<file path="config.mk">
export PLATFORM = sky130hd
export DESIGN_NAME = binpool_2x2
export DESIGN_NICKNAME = d
export VERILOG_FILES = /design/src/rtl/binpool_2x2.sv
export SDC_FILE = /design/constraint.sdc
export NUM_CORES = 1
export LEC_CHECK = 0
export CORE_ASPECT_RATIO = 1.5
export CORE_MARGIN = 3
export CORE_UTILIZATION = 47
export DETAILED_ROUTE_END_ITERATION = 8
export HOLD_SLACK_MARGIN = 0.12
export PLACE_DENSITY = 0.76
export SKIP_CTS_REPAIR_TIMING = 1
export SLEW_MARGIN = 15
export SYNTH_ARGS = -nofsm -noshare
export SYNTH_HDL_FRONTEND = slang
export SYNTH_SLANG_ARGS = --single-unit
</file>
<file path="constraint.sdc">
create_clock -name clk -period 2.3 [get_ports clk]
set_input_delay 0.575 -clock clk [delete_from_list [all_inputs] [get_ports clk]]
set_output_delay 0.575 -clock clk [all_outputs]
set_load 0.05 [all_outputs]
</file>
<file path="src/rtl/binpool_2x2.sv">
// 2x2 stride-2 OR-pool over a binary feature map held one row per SRAM word.
// Two source rows are fetched per pooled row; one pooled word is written every 4 cycles.
module binpool_2x2 #(
  parameter int DATA_W = 16,
  parameter int ADDR_W = 12
) (
  input  logic              clk,
  input  logic              reset_b,
  input  logic              pool_start,
  input  logic [4:0]        pool_dim,
  input  logic [ADDR_W-1:0] pool_src_base,
  input  logic [ADDR_W-1:0] pool_dst_base,
  output logic              pool_busy,
  output logic              pool_done,
  output logic [ADDR_W-1:0] pool_src_read_address,
  input  logic [DATA_W-1:0] src_pool_read_data,
  output logic [ADDR_W-1:0] pool_dst_write_address,
  output logic [DATA_W-1:0] pool_dst_write_data,
  output logic              pool_dst_write_enable
);

  typedef enum logic [2:0] {IDLE, RD_A, RD_B, LAT_B, WR, FIN} state_t;

  state_t            state_q, state_d;
  logic [4:0]        m_q, m_d, k_q, k_d;
  logic [ADDR_W-1:0] src_q, src_d, dst_q, dst_d;
  logic [DATA_W-1:0] row_a_q, row_a_d;
  logic              busy_q, busy_d, done_q, done_d, we_q, we_d;
  logic [ADDR_W-1:0] rd_addr_q, rd_addr_d, wr_addr_q, wr_addr_d;
  logic [DATA_W-1:0] wr_data_q, wr_data_d;
  logic [DATA_W/2-1:0] col_mask;
  logic [DATA_W-1:0] pooled;

  // Columns at or beyond M are forced to zero so stale high pixels never leak.
  always_comb begin
    col_mask = '0;
    pooled   = '0;
    for (int j = 0; j < DATA_W/2; j++) begin
      col_mask[j] = (5'(j) < m_q);
      pooled[j]   = col_mask[j] & (row_a_q[2*j] | row_a_q[2*j+1] |
                                   src_pool_read_data[2*j] | src_pool_read_data[2*j+1]);
    end
  end

  always_comb begin
    state_d   = state_q;
    m_d       = m_q;
    k_d       = k_q;
    src_d     = src_q;
    dst_d     = dst_q;
    row_a_d   = row_a_q;
    busy_d    = busy_q;
    done_d    = 1'b0;
    we_d      = 1'b0;
    rd_addr_d = rd_addr_q;
    wr_addr_d = wr_addr_q;
    wr_data_d = wr_data_q;
    case (state_q)
      IDLE: if (pool_start) begin
        m_d   = 5'(pool_dim >> 1);
        k_d   = '0;
        src_d = pool_src_base;
        dst_d = pool_dst_base;
        if (pool_dim < 5'd2) begin
          state_d = FIN;
          done_d  = 1'b1;
        end else begin
          state_d   = RD_A;
          busy_d    = 1'b1;
          rd_addr_d = pool_src_base;
        end
      end
      RD_A: begin
        state_d   = RD_B;
        rd_addr_d = rd_addr_q + ADDR_W'(1);
      end
      RD_B: begin
        state_d = LAT_B;
        row_a_d = src_pool_read_data;
      end
      // Row B is consumed straight off the read bus to land the write in WR.
      LAT_B: begin
        state_d   = WR;
        we_d      = 1'b1;
        wr_addr_d = dst_q + ADDR_W'(k_q);
        wr_data_d = pooled;
      end
      WR: begin
        k_d = k_q + 5'd1;
        if (k_q == m_q - 5'd1) begin
          state_d = FIN;
          busy_d  = 1'b0;
          done_d  = 1'b1;
        end else begin
          state_d   = RD_A;
          rd_addr_d = src_q + ADDR_W'({k_d, 1'b0});
        end
      end
      FIN:     state_d = IDLE;
      default: state_d = IDLE;
    endcase
  end

  always_ff @(posedge clk or negedge reset_b) begin
    if (!reset_b) begin
      state_q   <= IDLE;
      m_q       <= '0;
      k_q       <= '0;
      src_q     <= '0;
      dst_q     <= '0;
      row_a_q   <= '0;
      busy_q    <= 1'b0;
      done_q    <= 1'b0;
      we_q      <= 1'b0;
      rd_addr_q <= '0;
      wr_addr_q <= '0;
      wr_data_q <= '0;
    end else begin
      state_q   <= state_d;
      m_q       <= m_d;
      k_q       <= k_d;
      src_q     <= src_d;
      dst_q     <= dst_d;
      row_a_q   <= row_a_d;
      busy_q    <= busy_d;
      done_q    <= done_d;
      we_q      <= we_d;
      rd_addr_q <= rd_addr_d;
      wr_addr_q <= wr_addr_d;
      wr_data_q <= wr_data_d;
    end
  end

  assign pool_busy              = busy_q;
  assign pool_done              = done_q;
  assign pool_src_read_address  = rd_addr_q;
  assign pool_dst_write_address = wr_addr_q;
  assign pool_dst_write_data    = wr_data_q;
  assign pool_dst_write_enable  = we_q;

endmodule

</file>
Yosys cells after proc, flatten, opt, wreduce, memory -nomap -nowiden:

Cells that the tools add are included.

* equal/unequal tests: 9
* add/subtract/negate cells: 5
* $lt $le $gt $ge: 9
* multiplexer cells: 19
* bitwise operators: 32
* reductions and logical operators: 7

Operators with widths (count)
* 12-bit two-way mux: 3
* 12-bit one-hot mux with 3 select lines: 1
* 1-bit OR: 24
* 3-bit by 4-bit less-than comparator with 1-bit output, first input constant: 4
* 3-bit one-hot mux with 5 select lines: 1
* 12-bit by 1-bit adder with 12-bit output, second input constant: 1
* 12-bit by 5-bit adder with 12-bit output: 1
* 12-bit by 6-bit adder with 12-bit output: 1
* 5-bit one-hot mux with 2 select lines: 1
* 3-bit two-way mux: 3
* 1-bit bitwise AND: 8
* 1-bit by 4-bit less-than comparator with 1-bit output, first input constant: 2
* 2-bit by 4-bit less-than comparator with 1-bit output, first input constant: 2
* 2-bit inequality test, second input constant: 4
* 4-bit AND reduction: 2
* 1-bit two-way mux: 7
* 3-bit by 2-bit == test with 1-bit output, second input constant: 2
* 5-bit by 1-bit adder with 5-bit output, second input constant: 1
* 5-bit == test: 1
* 5-bit by 2-bit less-than comparator with 1-bit output, second input constant: 1
* 5-bit two-way mux: 1
* 4-bit by 1-bit subtractor with 5-bit output, second input constant: 1
* 1-bit one-hot mux with 2 select lines: 2
* 2-bit AND reduction: 2
* other kinds (5): 5

* word-level logic and storage cells: 93
* output and inout port bits: 43
* bits of input ports: 48
* flip-flop bits (word level): 87

Longest topological paths before layout:

* depth in word-level cells: 4
* mapped depth: 10
* gate-level depth less buffers: 10

Least setup slack after synthesis:

No wires, ideal clock.

* path kind: register to register
* start point: register k_q[0]
* end point: register rd_addr_q[9], in the netlist pool_src_read_address[9]
* data required time: 2.156 ns
* arrival time: 2.282 ns
* slack: -0.126 ns
* library setup time: 0.144 ns
* period minus slack after synthesis: 2.426 ns
* path buffers: 0
* cell stages (with the launch flop): 11
* cells stage by stage: dfrtp_1 > ha_1 > nand3_1 > xnor2_1 > ha_1 > o21ai_0 > a31oi_1 > and3_1 > xor2_1 > a221oi_1 > o221ai_1

* longest elaborated chain between the ends: 4
* elaborated cells between the ends (all ways): 7
* classes of those cells: add/sub (2); eq/ne (2); mux (2); reduce/logical (1)

Ends and longest elaborated chain
* start: declaration: RTL line 25 `logic [4:0] m_q, m_d, k_q, k_d;`
* start signal: assignment: RTL line 121 `k_q <= k_d;`
* 5-bit by 1-bit adder with 5-bit output: RTL line 89 `k_d = k_q + 5'd1;`
* 12-bit by 6-bit adder with 12-bit output: RTL line 96 `rd_addr_d = src_q + ADDR_W'({k_d, 1'b0});`
* 12-bit two-way mux: RTL line 90 `if (k_q == m_q - 5'd1) begin`
* 12-bit one-hot mux with 3 select lines: RTL line 58 `case (state_q)`
* end signal: assignment: RTL line 128 `rd_addr_q <= rd_addr_d;`
* end: declaration: RTL line 29 `logic [ADDR_W-1:0] rd_addr_q, rd_addr_d, wr_addr_q, wr_addr_d;`

Several ways; a longest one is shown, not always the timed one. The select of a mux whose other input is x is not followed.
A chain may end at the register's enable or synchronous reset.

Final worst setup path:

* start point: register k_q[0]
* end point: register rd_addr_q[11], in the netlist pool_src_read_address[11]

The elaborated chain is that of the path after synthesis.

==> results.sh <==
export IMPL_worst_slew_pin_slew_ns=0.560
export IMPL_place_area_sq_um=5880
export IMPL_timing_rr_start="k_q[0]"
export IMPL_dieArea_sq_um=11300
export IMPL_layout_setup_ws_ns=-0.102
export IMPL_hp_class="input port to asynchronous set/reset pin"
export IMPL_fmax_ghz=0.416
export IMPL_combPwrFrac=0.562
export IMPL_drt_iter0_markers=160
export IMPL_die_h_microns=129
export IMPL_h_tree_depth=3
export IMPL_drive_above_1_share=0.261
export IMPL_grt_busiest_layer="met2"
export IMPL_worst_skew_pair_late_latency_ns=0.34
export IMPL_yosysUniqueCellTypes=60
export IMPL_vdd_drop_max_mv=0.851
export IMPL_initial_core_util=0.486
export IMPL_numCtsBuffers=9
export IMPL_first_global_vias=3991
export IMPL_r2r_slack_ns=-0.10
export IMPL_io_pins=91
export IMPL_vias_per_cell=5.61
export IMPL_cts_root_buffer="clkbuf_16"
export IMPL_async_reset_ff_frac=1.00
export IMPL_rows=44
export IMPL_p_int_w=0.00563
export IMPL_synth_area_top_cells="dfrtp_1, mux2_2, o21ai_0"
export IMPL_dp_hpwl_microns=8540
export IMPL_cp_arrival_ns=2.64
export IMPL_grt_max_degree=88
export IMPL_track_usage=0.218
export IMPL_final_common_cell="dfrtp_1"
export IMPL_firstDrtPassIters=4
export IMPL_drt_wl_total_microns=12000
export IMPL_cp_required_ns=2.54
export IMPL_slew_viol_final=0
export IMPL_nets=643
export IMPL_p_switching_w=0.00439
export IMPL_cts_sinks=87
export IMPL_synth_flop_cell="dfrtp_1"
export IMPL_globalRouteMet2Util=0.389
export IMPL_grt_use_met1=0.251
export IMPL_crit_start="k_q[0]"
export IMPL_cts_tree="done"
export IMPL_finClkSkew_ns=0.00625
export IMPL_yosysWarnings=0
export IMPL_routabilityCongestion=0.880
export IMPL_io_buffers=81
export IMPL_synth_edff_count=0
export IMPL_die_w_microns=88.0
export IMPL_postRouteAntennaNets=0
export IMPL_clkPwrFrac=0.145
export IMPL_path_clk_slew_ns=0.07
export IMPL_worstSetupPathType="flop to flop"
export IMPL_rsz0062_at_grt="yes"
export IMPL_p_leak_nw=2.75
export IMPL_antennaDiodeCount=0
export IMPL_ys_ff_latch=87
export IMPL_wl_per_cell_microns=17.3
export IMPL_r2r_end="pool_src_read_address[11]"
export IMPL_antenna_found_initial=0
export IMPL_synthCells=458
export IMPL_seqPwrFrac=0.292
export IMPL_cp_end_kind="flop"
export IMPL_ff2ff_path_depth=11
export IMPL_layout_cells_most_common_list="dfrtp_1, clkdlybuf4s50_1, nand2_1, buf_4, mux2_2"
export IMPL_vias=3908
export IMPL_setup_tns_ns=-0.240
export IMPL_syn_area_per_cell_sq_um=10.3
export IMPL_critical_path_startpoint_type="flop"
export IMPL_dp_slack_ns=-0.244
export IMPL_multiInputGateArea_sq_um=2570
export IMPL_status="finished, violations left"
export IMPL_synth_top_cell_by_area="dfrtp_1"
export IMPL_grt_pass1_wl_microns=19200
export IMPL_min_period_ns=2.40
export IMPL_drc=0
export IMPL_area_growth_synth_to_final_pct=36.7
export IMPL_coreArea_sq_um=9740
export IMPL_fin_crit_sh=1.04
export IMPL_cts_max_path_buffers=2
export IMPL_grt_util_met3=0.0455
export IMPL_netlist_area_sq_um=4740
export IMPL_seq_area_sq_um=2180
export IMPL_setup_viol=3
export IMPL_violations="negative setup slack"
export IMPL_maxCapViolCount=0
export IMPL_worstPathMaxFanout=3
export IMPL_timing_slew_headroom=0.624
export IMPL_hold_violations=0
export IMPL_holdWs_ns=0.262
export IMPL_fillers=741
export IMPL_overflow=0
export IMPL_synth_top_area_frac=0.460
export IMPL_seq_area_frac_synth=0.460
export IMPL_fin_area_sq_um=6470
export IMPL_p_per_area_nw_per_um2=1550
export IMPL_swShare=0.438
[critical path, stage by stage, from the launching register on]
cell and delay (ns):
dfrtp_2 0.42, buf_6 0.13, nand3_4 0.09, xnor2_4 0.26
ha_4 0.25, nand3b_1 0.13, buf_4 0.14, nand2_4 0.05
o311ai_2 0.29, xor2_1 0.19, o21ai_1 0.09, a211o_1 0.25
[through the flow]
step	util	cells	total power, W
floorplan	-	465	0.00643
global placement	0.603	673	0.00800
detailed placement	0.603	673	0.00817
CTS	0.633	689	0.00968
global route	0.664	697	0.0107
finish	0.664	697	0.0100
[how the worst max path moves through the flow]
stage                                 to  slack (ns)  cells after the start
6_report       pool_src_read_address[11]       -0.10                     11
3_5_place_dp    pool_src_read_address[9]       -0.24                      6
3_3_place_gp    pool_src_read_address[9]       -0.19                      6
2_1_floorplan   pool_src_read_address[9]        0.02                     10
4_1_cts         pool_src_read_address[9]       -0.19                      9
5_1_grt        pool_src_read_address[11]       -0.21                     11
[registers in the layout, indices dropped and copies added (netlist names)]
name and flops:
pool_dst_write_data 8, pool_src_read_address 12, src_q 12, row_a_q 16
pool_dst_write_address 12, dst_q 12, state_q 3, k_q 5
m_q 4, pool_busy 1, pool_done 1, pool_dst_write_enable 1
[final cells by class]
class | instances | share of cell area
Clock buffer | 10 | 0.0354
Multi-Input combinational cell | 331 | 0.397
Inverter | 20 | 0.0120
Tap cell | 115 | 0.0222
Timing Repair Buffer | 128 | 0.187
Clock inverter | 6 | 0.00947
Sequential cell | 87 | 0.337
[power by group through the flow]
stage	clock network [W]	logic, W	registers, W
global placement	0	0.00515	0.00285
global route	0.00155	0.00612	0.00302
finish	0.00146	0.00564	0.00293
CTS	0.00148	0.00532	0.00288
detailed placement	0	0.00528	0.00289
floorplan	0	0.00266	0.00377
[logic make-up after synthesis]
group / synth area share
XOR/XNOR: 0.0518
flip-flops: 0.460
AND/OR/NAND/NOR: 0.133
AO/OA/AOI/OAI: 0.150
adder cells (fa/ha/maj): 0.0507
buffers and inverters: 0.0526
other: 0.000792
multiplexers: 0.101
[per-layer routing]
layer	wire length [microns]	up-vias	share of wire
met3	401	17	0.033
met5	0	-	0
met4	203	0	0.017
li1	-	1880	-
met2	6680	97	0.56
met1	4750	1914	0.39
[cells in the mapped netlist (all sizes together), types with 3 or more instances]
| library cell | count |
|---|---|
| nand2b | 3 |
| a22o | 4 |
| o31ai | 7 |
| clkbuf | 8 |
| nor3b | 3 |
| a21oi | 13 |
| o21ai | 45 |
| ha | 16 |
| a22oi | 4 |
| xnor2 | 14 |
| nand3 | 15 |
| xor2 | 14 |
| a221oi | 4 |
| nor2 | 20 |
| nand2 | 54 |
| o221ai | 5 |
| dfrtp | 87 |
| o211ai | 5 |
| and4 | 3 |
| a31oi | 4 |
| o41ai | 3 |
| inv | 20 |
| and3 | 4 |
| nor3 | 9 |
| buf | 19 |
| nor4 | 6 |
| mux2 | 41 |
(Power assumes the default switching activity.)
